[config.mk]
export PLATFORM = sky130hd
export DESIGN_NAME = cu_sequencer
export DESIGN_NICKNAME = d
export VERILOG_FILES = /design/src/rtl/cu_sequencer.sv
export SDC_FILE = /design/constraint.sdc
export NUM_CORES = 1
export LEC_CHECK = 0
export CAP_MARGIN = 15
export CORE_MARGIN = 1
export CORE_UTILIZATION = 41
export CTS_CLUSTER_DIAMETER = 150
export DETAILED_ROUTE_END_ITERATION = 7
export PLACE_DENSITY = 0.95
export SYNTH_ARGS = -nofsm -noshare
export SYNTH_HDL_FRONTEND = slang
export SYNTH_SLANG_ARGS = --single-unit
[constraint.sdc]
create_clock -name clock -period 2.83 [get_ports clock]
set_input_delay 0.7075 -clock clock [delete_from_list [all_inputs] [get_ports clock]]
set_output_delay 0.7075 -clock clock [all_outputs]
set_load 0.005 [all_outputs]
[src/rtl/cu_sequencer.sv]
// cu_sequencer
//   Control-unit state sequencer sitting upstream of the per-class decoders.
//   It owns the instruction register, the execute state and the NZCV status
//   register. It hands IR/state/status to the decoders, takes back the selected
//   decoder's next state and control word, and drives the final control word to
//   the datapath. During reset, stall and fetch, it overrides that word.
//
// Parameters
//   CUL     MSB index of the control word (word width CUL+1)
//   MAX_EX  execute cycles allowed per instruction before a forced fetch (2..15)
//
// Ports
//   clock        in   system clock, rising edge
//   reset        in   synchronous active-low reset
//   instr_in     in   [31:0] instruction from instruction memory
//   instr_valid  in   instr_in valid this cycle
//   stall        in   datapath/memory stall request
//   ns_in        in   [3:0] next state from selected decoder
//   cw_in        in   [CUL:0] control word from selected decoder
//   status_in    in   [3:0] ALU flags {V,C,N,Z}
//   instr_req    out  fetch request to instruction memory
//   IR           out  [31:0] instruction register
//   state        out  [3:0] current state to decoders
//   status       out  [3:0] registered flags
//   controlWord  out  [CUL:0] control word to datapath
//   fault        out  sticky sequencing fault
//   instr_count  out  [31:0] retired-instruction count
//
// Optional feature (macro CU_TRACE_EN)
//   trace_valid  out  one-cycle registered pulse after each retire
//   trace_ir     out  [31:0] IR of the most recently retired instruction

module cu_sequencer #(
  parameter int CUL    = 36,
  parameter int MAX_EX = 4
) (
  input  logic          clock,
  input  logic          reset,
  input  logic [31:0]   instr_in,
  input  logic          instr_valid,
  input  logic          stall,
  input  logic [3:0]    ns_in,
  input  logic [CUL:0]  cw_in,
  input  logic [3:0]    status_in,
  output logic          instr_req,
  output logic [31:0]   IR,
  output logic [3:0]    state,
  output logic [3:0]    status,
  output logic [CUL:0]  controlWord,
  output logic          fault,
`ifdef CU_TRACE_EN
  output logic          trace_valid,
  output logic [31:0]   trace_ir,
`endif
  output logic [31:0]   instr_count
);

  typedef enum logic [3:0] {
    ST_FETCH = 4'b0000,
    ST_EX0   = 4'b0001,
    ST_EX1   = 4'b0010,
    ST_EX2   = 4'b0011
  } state_t;

  localparam logic [CUL:0] CW_NOP   = '0;
  localparam logic [CUL:0] CW_FETCH = (CUL+1)'(1) << 9;  // IR_load only

  state_t       r_state, w_state_nxt;
  logic [31:0]  r_ir, w_ir_nxt;
  logic [3:0]   r_status, w_status_nxt;
  logic         r_fault, w_fault_nxt;
  logic [3:0]   r_ex_cnt, w_ex_cnt_nxt;
  logic [31:0]  r_instr_count, w_instr_count_nxt;
  logic         w_retire;
  logic         w_ns_legal;
  logic         w_watchdog;

  always_ff @(posedge clock) begin
    if (!reset) begin
      r_state       <= ST_FETCH;
      r_ir          <= '0;
      r_status      <= '0;
      r_fault       <= 1'b0;
      r_ex_cnt      <= '0;
      r_instr_count <= '0;
    end else begin
      r_state       <= w_state_nxt;
      r_ir          <= w_ir_nxt;
      r_status      <= w_status_nxt;
      r_fault       <= w_fault_nxt;
      r_ex_cnt      <= w_ex_cnt_nxt;
      r_instr_count <= w_instr_count_nxt;
    end
  end

  always_comb begin
    w_state_nxt       = r_state;
    w_ir_nxt          = r_ir;
    w_status_nxt      = r_status;
    w_fault_nxt       = r_fault;
    w_ex_cnt_nxt      = r_ex_cnt;
    w_instr_count_nxt = r_instr_count;
    w_retire          = 1'b0;
    instr_req         = 1'b0;
    controlWord       = CW_NOP;
    w_ns_legal        = (ns_in <= 4'(ST_EX2));
    // Watchdog only matters when the decoder is not already returning to fetch.
    w_watchdog        = (r_ex_cnt == 4'(MAX_EX)) && (ns_in != 4'(ST_FETCH));

    case (r_state)
      ST_FETCH: begin
        // instr_req ignores stall so memory sees a steady request.
        instr_req = 1'b1;
        if (instr_valid && !stall) begin
          controlWord  = CW_FETCH;
          w_ir_nxt     = instr_in;
          w_state_nxt  = ST_EX0;
          w_ex_cnt_nxt = 4'd1;
        end
      end
      default: begin
        if (!stall) begin
          controlWord = cw_in;
          if (cw_in[8]) w_status_nxt = status_in;
          if (ns_in == 4'(ST_FETCH)) begin
            w_state_nxt       = ST_FETCH;
            w_ex_cnt_nxt      = '0;
            w_instr_count_nxt = r_instr_count + 32'd1;
            w_retire          = 1'b1;
          end else if (w_watchdog || !w_ns_legal) begin
            w_state_nxt  = ST_FETCH;
            w_ex_cnt_nxt = '0;
            w_fault_nxt  = 1'b1;
          end else begin
            w_state_nxt  = state_t'(ns_in);
            w_ex_cnt_nxt = r_ex_cnt + 4'd1;
          end
        end
      end
    endcase

    // Reset overrides everything the datapath or memory could act on.
    if (!reset) begin
      instr_req   = 1'b0;
      controlWord = CW_NOP;
    end
  end

  assign IR          = r_ir;
  assign state       = r_state;
  assign status      = r_status;
  assign fault       = r_fault;
  assign instr_count = r_instr_count;

`ifdef CU_TRACE_EN
  logic        r_trace_valid;
  logic [31:0] r_trace_ir;

  always_ff @(posedge clock) begin
    if (!reset) begin
      r_trace_valid <= 1'b0;
      r_trace_ir    <= '0;
    end else begin
      r_trace_valid <= w_retire;
      if (w_retire) r_trace_ir <= r_ir;
    end
  end

  assign trace_valid = r_trace_valid;
  assign trace_ir    = r_trace_ir;
`endif

endmodule

Word-level counts from Yosys, hierarchy flattened:

Cells that the tools add are included.

* ROM bits: 0
* memories kept: 0
* register bits: 77
* input bits: 81
* latch bits: 0
* memory bits (writable): 0

* div/mod/pow operators: 0
* mux-type cells: 15
* equality and inequality tests: 3
* magnitude comparators: 1
* $mul: 0
* shift operators: 0
* bitwise gates (word level): 3
* reductions and logical operators: 13
* add/subtract/negate cells: 2

Operators with widths (number)
* 37-bit 2-to-1 mux: 3
* 4-bit 2-to-1 mux: 9
* 32-bit by 1-bit adder with 32-bit output, second input constant: 1
* 10-bit 2-to-1 mux: 1
* 4-bit zero test: 2
* 3-bit AND reduction: 2
* 4-bit by 1-bit adder with 4-bit output, second input constant: 1
* 4-bit by 3-bit equality test with 1-bit output, second input constant: 1
* 4-bit by 2-bit <= comparator with 1-bit output, second input constant: 1
* 2-bit AND reduction: 2
* 4-bit AND reduction: 1
* 4-bit nonzero test: 1
* 1-bit NOT: 3
* 1-bit logical AND: 2
* 1-bit zero test: 2
* 1-bit 2-to-1 mux: 2
* 2-bit by 1-bit inequality test with 1-bit output, second input constant: 1
* 2-bit inequality test, second input constant: 1
* 1-bit logical OR: 1

Logic depth before layout (Yosys ltp):

Gate-level depths: netlist of the first run.

* depth after elaboration: 7
* gate-level depth with buffers: 7
* gate-level depth less buffers: 6

Least setup slack after synthesis of the first run:

Ideal clock, no wire load.

* kind: in2out
* start: input reset
* end: output controlWord[9]
* path buffers: 3
* slack: 0.429 ns
* arrival time: 1.694 ns
* stages: 5
* required time: 2.122 ns
* path through: clkbuf_1 clkbuf_1 clkbuf_1 o21ai_0 nor2_1

* word-level cells in the longest chain between the ends: 1

RTL lines
* start, declared: RTL line 38 `input logic reset,`
* 37-bit 2-to-1 mux: RTL line 143 `if (!reset) begin`
* end, declared: RTL line 49 `output logic [CUL:0] controlWord,`

No other way between the ends.

Worst setup path in the final report of the first run:

* start: register r_state[3] (netlist: state[3])
* end: output controlWord[15]

* word-level cells in the longest chain between the ends: 3

RTL lines
* start, declared: RTL line 68 `state_t r_state, w_state_nxt;`
* start signal, assigned: RTL line 87 `r_state <= w_state_nxt;`
* 4-bit zero test: RTL line 110 `case (r_state)`
* 37-bit 2-to-1 mux: RTL line 110
* 37-bit 2-to-1 mux: RTL line 143

No other way between the ends.

==> qor.yml, run 1 <==
synthesis:
  syn-cell-area_um2: 3540
  syn_inst: 444
  synth_top_area_share_pct: 43.5
  synth_edf_count: 0
  yosys_warnings: 0
  yosysSeqAreaShare_pct: 43.5
  synth-main-ff-cell: "dfxtp_1"
  post-synth-top-count-cell: "nand2_1"
  syn_nets: 528
  ys_ff_latch: 77
  yosys-top-cells-area: "dfxtp_1, nand2_1, a21oi_1"
  synth_area_per_cell_um2: 7.97
  synth_commonest_cells: "nand2_1, dfxtp_1, a21oi_1"
  ys_async_sr_fraction_pct: 0
  ys_types: 37
  synth_area_leader_cell: "dfxtp_1"
timing:
  finalSetupTns_ps: 0
  maxSlewViolCount: 0
  finClkSkew_ps: 11.4
  slew_headroom_pct: 53.9
  period_needed_ps: 2750
  hold_slack_ps: 457
  worst_slack_ps: 81.6
  final.period_utilization_pct: 97.1
  worst_slew_pin_slew_ps: 692
  hold_violations: 0
  max_freq_mhz: 364
  setup_violations: 0
worst_hold_path:
  holdPathStages: 2
  hold_start: "IR[28]$_SDFFE_PN0P_"
  min_to: "IR[28]$_SDFFE_PN0P_"
  hold_class: "flop to flop"
clock_network:
  cts_hold_buf: 0
  root_buffer: "clkbuf_8"
  clock-sinks: 77
  path_clk_slew_ps: 90
  cts-buffers-inserted: 9
  htreeDepth: 3
  clk_latency_ps: 350
  cts_tree: "yes"
  clockBufferDepth: 2
layout:
  fin_cells: 739
  diodes: 0
  fin_nets: 713
  area_growth_pct: 66.1
  finish.utilization_pct: 70.8
  drive_above_1_share_pct: 6.94
critical_path:
  r2r-end: "instr_count[24]$_SDFFE_PN0P_"
  r2r_slack_ps: 620
  crit_required_ps: 2120
  reg2reg_from: "instr_count[4]$_SDFFE_PN0P_"
  crit_fanout: 18
  endpoint_kind: "output pin"
  startpoint_type: "flop"
  r2r_cells: 4
  cp.arrival_ps: 2040
  worstSetupPathType: "flop to output pin"
power_and_ir_drop:
  pwr-share-clk_pct: 36.1
  ir_worst_vdd_mv: 0.359
  power_density_nw_per_um2: 394
  intPower_mw: 1.74
  p_switching_mw: 0.576
  switching_share_pct: 24.9
  p_leak_nw: 2.18
  power_frac_comb_pct: 15.2
  p_seq_share_pct: 48.6
drt:
  detail_route.iter0.violations: 226
  final_antenna_net_count: 0
  drc: 0
  dr.pass1.iters: 4
  viasPerCell: 5.29
  vias: 3913
  routed_wl_mm: 11.4
  wl_per_cell_um: 15.5
die:
  die_height_um: 94.9
  die_area_um2: 9010
  start_util_pct: 42.7
  io_pins: 192
  rows: 33
  die_w_um: 94.9
  coreArea_um2: 8300
grt:
  antenna_found_initial: 0
  grt-ovfl-total: 0
  met1_usage_pct: 30.7
  met3_usage_pct: 7.65
  first_global_vias: 3704
  grt_usage_pct: 25.0
  grt_most_used_layer: "met2"
  grt_max_degree: 68
  grt_util_met2_pct: 42.2
  grt_pass1_wl_mm: 17.8
status:
  status: "complete, no violations"
placed_design:
  port_buffers: 191
  dp_hpwl_mm: 8.15
  gp_routability_congestion: 0.789
  post-place-cells: 718
  dp_slack_ps: -166
job:
  drv_cap: 0
## routing by layer
metal	routed length, um	up-vias
met5	0	-
met3	738	14
met4	101	0
met2	5900	140
li1	-	1953
met1	4700	1806
## power groups by stage
stage / Clock (mW) / Sequential [mW] / Combinational (mW)
2_1_floorplan: 0 / 1.15 / 0.103
3_3_place_gp: 0 / 1.15 / 0.320
3_5_place_dp: 0 / 1.15 / 0.331
4_1_cts: 0.850 / 1.13 / 0.351
5_1_grt: 0.902 / 1.13 / 0.379
6_report: 0.836 / 1.13 / 0.352
## critical path: stages (launching register included)
cell and delay [ps]:
dfxtp_2 360, nor4_4 360, nor2_4 60, buf_4 150, buf_12 140, and3_1 180, clkdlybuf4s50_1 460
## cells in the final DEF, fill, tap and decap left out, drive strengths merged, types with 2 or more instances in the layout
cell type      instances
and2                   3
o41ai                  2
a21oi                 55
o311ai                 2
clkdlybuf4s50        188
nand2b                 8
nor4                   8
a31oi                  2
nand4                 14
o21ai                 12
buf                   17
and4                   4
and3                  44
clkbuf                10
mux2i                 10
nand2                 84
inv                    8
nand3                 16
or4                   12
xor2                   2
o31ai                 11
nor2                  15
bufbuf                 2
nand4b                 2
or3                    9
a221oi                 2
clkinvlp               3
dfxtp                 77
clkinv                 2
ha                     3
## repair_timing
item / 4_1_cts / 5_1_grt
setup buffers: 1 / 2
pin swaps: 1 / 2
endpoints found under the setup margin: 37 / 19
cloned: 2 / 0
resized for setup: 6 / 5
## logic make-up after synthesis
family | synth area share (%)
and+or+nand+nor | 33.1
AOI/OAI and AO/OA | 13.9
DFF | 43.5
buffers and inverters | 4.88
muxes | 2.83
xor gates and xnor gates | 0.742
adders and majority gates | 1.06
## registers in the layout, indices dropped and copies added (netlist names)
register	count
IR	32
instr_count	32
r_ex_cnt	4
state	4
status	4
fault	1
## cell type report
class | instances | area, um2
inverter | 7 | 26.3
timing repair buffer | 210 | 2130
fill | 614 | 2420
clock inverter | 7 | 75.1
clock buffer | 9 | 124
multi-input combinational | 324 | 1850
sequential | 77 | 1540
tap | 105 | 131
## through the flow
stage	area (um2)	power [mW]
after floorplan	3540	1.25
final	5880	2.31
after global placement	5570	1.47
after CTS	5860	2.33
after detailed placement	5570	1.48
after global routing	5880	2.41
## how the worst max path moves through the flow
stage	startpoint	to	cells after the start
3_5_place_dp	stall	controlWord[15]	5
6_report	state[3]$_SDFFE_PN0P_	controlWord[15]	6
3_3_place_gp	stall	controlWord[15]	5
4_1_cts	instr_valid	controlWord[9]	5
5_1_grt	state[3]$_SDFFE_PN0P_	controlWord[16]	6
2_1_floorplan	reset	controlWord[9]	5
Note: power is estimated with default switching activity, not from simulation.
==> run 2, diff against run 1 <==
--- a/config.mk
+++ b/config.mk
@@ -11,6 +11,7 @@
 export CTS_CLUSTER_DIAMETER = 150
 export DETAILED_ROUTE_END_ITERATION = 7
 export PLACE_DENSITY = 0.95
+export SETUP_SLACK_MARGIN = 0.5
 export SYNTH_ARGS = -nofsm -noshare
 export SYNTH_HDL_FRONTEND = slang
 export SYNTH_SLANG_ARGS = --single-unit
==> qor.yml, run 2 (synthesis results as in run 1) <==
timing:
  setup_violations: 0
  slew_headroom_pct: 51.6
  finClkSkew_ps: 9.13
  period_needed_ps: 2610
  hold_slack_ps: 455
  worst_slew_pin_slew_ps: 726
  rsz0062_at_grt: "yes"
  final.period_utilization_pct: 92.2
  hold_violations: 0
  maxSlewViolCount: 0
  max_freq_mhz: 383
layout:
  final_cell_mix: "clkdlybuf4s50_1, nand2_1, dfxtp_1"
  area_growth_pct: 81.8
  fin_cells: 759
  fin_nets: 733
  drive_above_1_share_pct: 21.9
  mostFrequentLayoutCell: "clkdlybuf4s50_1"
  diodes: 0
die:
  io_pins: 192
  die_height_um: 94.9
  die_area_um2: 9010
  die_w_um: 94.9
  rows: 33
  coreArea_um2: 8300
  start_util_pct: 42.7
drt:
  final_antenna_net_count: 0
  viasPerCell: 5.71
  routed_wl_mm: 14.0
  detail_route.iter0.violations: 226
  drc: 0
  dr.pass1.iters: 6
  wl_per_cell_um: 18.5
  vias: 4332
grt:
  first_global_vias: 4032
  antenna_found_initial: 0
  grt-ovfl-total: 0
  grt_pass1_wl_mm: 19.9
  grt_usage_pct: 28.7
  grt_max_degree: 68
critical_path:
  crit_path_max_incr_delay_ps: 340
  r2r_slack_ps: 710
  crit_family: "buffers and inverters"
  startpoint_type: "flop"
  worstSetupPathType: "flop to output pin"
  crit_fanout: 5
  path_buf_inv: 5
  crit_required_ps: 2120
  path_common_cell: "buf_6"
  cp.arrival_ps: 1900
  endpoint_kind: "output pin"
  path_cells: "nor4_4 -> buf_4 -> nor2_4 -> buf_6 -> buf_16 -> buf_6 -> and3_4 -> buf_6"
  crit_path_top_delay_cell: "dfxtp_2"
job:
  drv_cap: 0
clock_network:
  clock-sinks: 77
  cts_tree: "yes"
  clk_latency_ps: 340
  root_buffer: "clkbuf_8"
  clockBufferDepth: 2
  htreeDepth: 3
  cts_hold_buf: 0
  path_clk_slew_ps: 80
  cts-buffers-inserted: 9
worst_hold_path:
  hold_class: "flop to flop"
power_and_ir_drop:
  power_density_nw_per_um2: 390
  ir_worst_vdd_mv: 0.372
  total_power_mw: 2.51
  p_leak_nw: 2.38
placed_design:
  post-place-cells: 720
  gp_routability_congestion: 0.789
  port_buffers: 191
  dp_hpwl_mm: 8.15
status:
  status: "complete, no violations"
[run 2: stage by stage]
stage	instance area, um2	TNS (ps)	worst slack (ps)	utilization [%]
after floorplan	3540	0	513	-
after CTS	6230	0	237	75.1
after global routing	6430	0	172	77.5
after global placement	5580	-2200	-74.6	67.3
after detailed placement	5580	-4140	-150	67.3
final	6430	0	220	77.5
[run 2: final timing paths]
kind / start / to / cells after the start
setup / recovery: state[1]$_SDFFE_PN0P_ / controlWord[25] / 8
setup reg to reg: state[1]$_SDFFE_PN0P_ / instr_count[4]$_SDFFE_PN0P_ / 8
hold / removal: IR[9]$_SDFFE_PN0P_ / IR[9]$_SDFFE_PN0P_ / 2
hold reg to reg: IR[9]$_SDFFE_PN0P_ / IR[9]$_SDFFE_PN0P_ / 2
[run 2: worst reg2reg max path, cell delays in order, from the launching register on]
cell     delay [ps]
dfxtp_2         340
buf_4           140
or4_4           560
buf_4           190
nand4_1         150
buf_4           140
buf_2           240
o21ai_0         140
a21oi_1         150
[run 2: final cells by class]
cell class	count	area (um2)
timing repair buffer	230	2450
multi-input combinational	324	2060
fill	526	1870
sequential	77	1550
clock buffer	10	138
tap	105	131
clock inverter	6	86.3
inverter	7	26.3
[run 2: what timing repair did]
action,CTS,global route
cloned,8,2
buffers inserted,12,1
pin swaps,18,8
endpoints found under the setup margin,47,53
resized for setup,212,43
[run 2: report_power, final]
group	internal, mW	total (mW)	leakage, nW	switching, mW
clock network	0.519	0.938	0.112	0.418
registers	1.11	1.13	0.626	0.0164
logic	0.267	0.444	1.64	0.177
total	1.90	2.51	2.38	0.611
[run 2: per-layer routing]
| layer | part of all wire, % | track usage (%) |
|---|---|---|
| met4 | 3.1 | 11.9 |
| met1 | 37 | 33.3 |
| met2 | 52 | 49.5 |
| met5 | 0 | 0 |
| met3 | 7.4 | 7.97 |
==> run 3, diff against run 2 <==
--- a/config.mk
+++ b/config.mk
@@ -5,12 +5,13 @@
 export SDC_FILE = /design/constraint.sdc
 export NUM_CORES = 1
 export LEC_CHECK = 0
+export ABC_AREA = 1
 export CAP_MARGIN = 15
-export CORE_MARGIN = 1
+export CORE_MARGIN = 5
 export CORE_UTILIZATION = 41
 export CTS_CLUSTER_DIAMETER = 150
 export DETAILED_ROUTE_END_ITERATION = 7
-export PLACE_DENSITY = 0.95
+export PLACE_DENSITY = 0.92
 export SETUP_SLACK_MARGIN = 0.5
 export SYNTH_ARGS = -nofsm -noshare
 export SYNTH_HDL_FRONTEND = slang
==> qor.yml, run 3 <==
layout:
  drive_above_1_share_pct: 15.2
  fin_area_um2: 6410
  fillers: 777
  final_cell_mix: "nor2_1, clkdlybuf4s50_1, nand2_1"
  finish.utilization_pct: 68.8
  area_growth_pct: 62.1
  fin_nets: 901
  fin_cells: 951
  mostFrequentLayoutCell: "nor2_1"
  diodes: 0
power_and_ir_drop:
  p_seq_share_pct: 45.2
  pwr-share-clk_pct: 37.9
  ir_worst_vdd_mv: 0.320
  switching_share_pct: 25.7
  p_switching_mw: 0.652
  p_leak_nw: 2.78
  intPower_mw: 1.89
  power_frac_comb_pct: 16.9
  power_density_nw_per_um2: 396
  total_power_mw: 2.54
drt:
  wl_per_cell_um: 14.3
  viasPerCell: 4.85
  detail_route.iter0.violations: 249
  drc: 0
  vias: 4614
  final_antenna_net_count: 0
  routed_wl_mm: 13.6
  dr.pass1.iters: 6
synthesis:
  synth_area_per_cell_um2: 6.57
  post-synth-top-count-cell: "nor2_1"
  ys_types: 31
  syn-cell-area_um2: 3960
  ys_ff_latch: 77
  yosys_warnings: 0
  synth-main-ff-cell: "dfxtp_1"
  synth_commonest_cells: "nor2_1, nand2_1, dfxtp_1, inv_1, o21ai_0"
  synth_area_leader_cell: "dfxtp_1"
  yosysSeqAreaShare_pct: 39.0
  synth_top_area_share_pct: 39.0
  syn_inst: 602
  ys_async_sr_fraction_pct: 0
  syn_nets: 686
  yosys-top-cells-area: "dfxtp_1, nor2_1, nand2_1"
  synth_edf_count: 0
clock_network:
  clk_latency_ps: 360
  htreeDepth: 3
  clockBufferDepth: 2
  path_clk_slew_ps: 80
  root_buffer: "clkbuf_8"
  cts-buffers-inserted: 9
  cts_tree: "yes"
  clock-sinks: 77
critical_path:
  crit_required_ps: 2120
  crit_path_top_delay_cell: "dfxtp_2"
  worstSetupPathType: "flop to output pin"
  startpoint_type: "flop"
  crit_fanout: 9
  crit_path_max_incr_delay_ps: 370
  cp.arrival_ps: 1640
  endpoint_kind: "output pin"
  path_cells: "nor2_2 -> nand2_2 -> nand2_4 -> inv_6 -> nand2_8 -> clkbuf_16 -> nor2_1 -> clkdlybuf4s15_1"
die:
  io_pins: 192
  die_w_um: 108
  die_area_um2: 11700
  die_height_um: 108
  coreArea_um2: 9330
  start_util_pct: 42.4
  rows: 35
timing:
  finClkSkew_ps: 15.3
  maxSlewViolCount: 0
  hold_slack_ps: 462
  slew_headroom_pct: 72.8
  period_needed_ps: 2350
  rsz0062_at_grt: "yes"
  final.period_utilization_pct: 82.9
  setup_violations: 0
  finalSetupTns_ps: 0
  max_freq_mhz: 426
  worst_slack_ps: 483
  hold_violations: 0
  worst_slew_pin_slew_ps: 406
job:
  drv_cap: 0
grt:
  first_global_vias: 4448
  grt_max_degree: 47
  grt_pass1_wl_mm: 21.1
  antenna_found_initial: 0
  grt_usage_pct: 22.5
  grt-ovfl-total: 0
placed_design:
  gp_routability_congestion: 0.964
  dpl_cell_area_um2: 6000
  dp_slack_ps: -222
  post-place-cells: 913
  port_buffers: 191
  dp_hpwl_mm: 9.82
status:
  status: "complete, no violations"
worst_hold_path:
  hold_class: "flop to flop"
[run 3: changes by cell type after synthesis, sizes merged, moves of 9 or more]
cell	previous run	this run
and3	44	2
a21oi	55	17
nand3	16	36
or4	12	0
o31ai	11	0
mux2i	10	0
or3	9	0
nor2	15	201
o21ai	12	46
clkbuf	29	6
inv	7	81
[run 3: layout make-up]
class                      instances  area [um2]  area share (%)
clock buffer                       9         124            1.93
clock inverter                     7         105            1.64
inverter                          82         313            4.88
multi-input combinational        423        2030            31.7
sequential                        77        1550            24.1
tap                              129         161            2.52
timing repair buffer             224        2130            33.2
[run 3: path summary, 6_finish.rpt]
check | start | slack [ps] | depth (start not counted) | end
worst max-delay path | state[1]$_SDFFE_PN0P_ | 480 | 8 | controlWord[25]
worst min-delay path | state[3]$_SDFFE_PN0P_ | 460 | 2 | state[3]$_SDFFE_PN0P_
worst max register to register | state[1]$_SDFFE_PN0P_ | 620 | 14 | IR[7]$_SDFFE_PN0P_
worst min register to register | state[3]$_SDFFE_PN0P_ | 460 | 2 | state[3]$_SDFFE_PN0P_
[run 3: power by group through the flow]
stage          clock (mW)  combinational [mW]  sequential, mW
2_1_floorplan           0               0.125            1.17
3_3_place_gp            0               0.381            1.17
3_5_place_dp            0               0.386            1.17
4_1_cts             0.976               0.419            1.15
5_1_grt              1.03               0.465            1.15
6_report            0.963               0.428            1.15
[run 3: routing by layer]
| layer | share of wire, % | track usage, % |
|---|---|---|
| met5 | 0 | 0 |
| met3 | 11 | 8.66 |
| met1 | 39 | 25.8 |
| met4 | 2.4 | 6.67 |
| met2 | 49 | 38.8 |
[run 3: cells by family after synthesis]
logic type	after synthesis	synth area share (%)
buf+inv	102	10.8
fa+ha+maj	3	0.949
xor+xnor	6	1.33
flops	77	39.0
compound gates	65	8.35
simple gates	349	39.7
[run 3: what timing repair did]
item | in CTS | in global routing
gates cloned | 3 | 2
endpoints found under the hold margin | 0 | 0
pin swaps | 5 | 2
hold buffers | 0 | 0
setup endpoints to repair | 37 | 36
gates resized for setup | 105 | 34
buffers inserted | 17 | 0
[run 3: worst max-delay path, delay by kind of cell, from the launching register on]
family	cells	cell delay [ps]
buffers and inverters	3	480
DFF	1	370
and+or+nand+nor	5	430
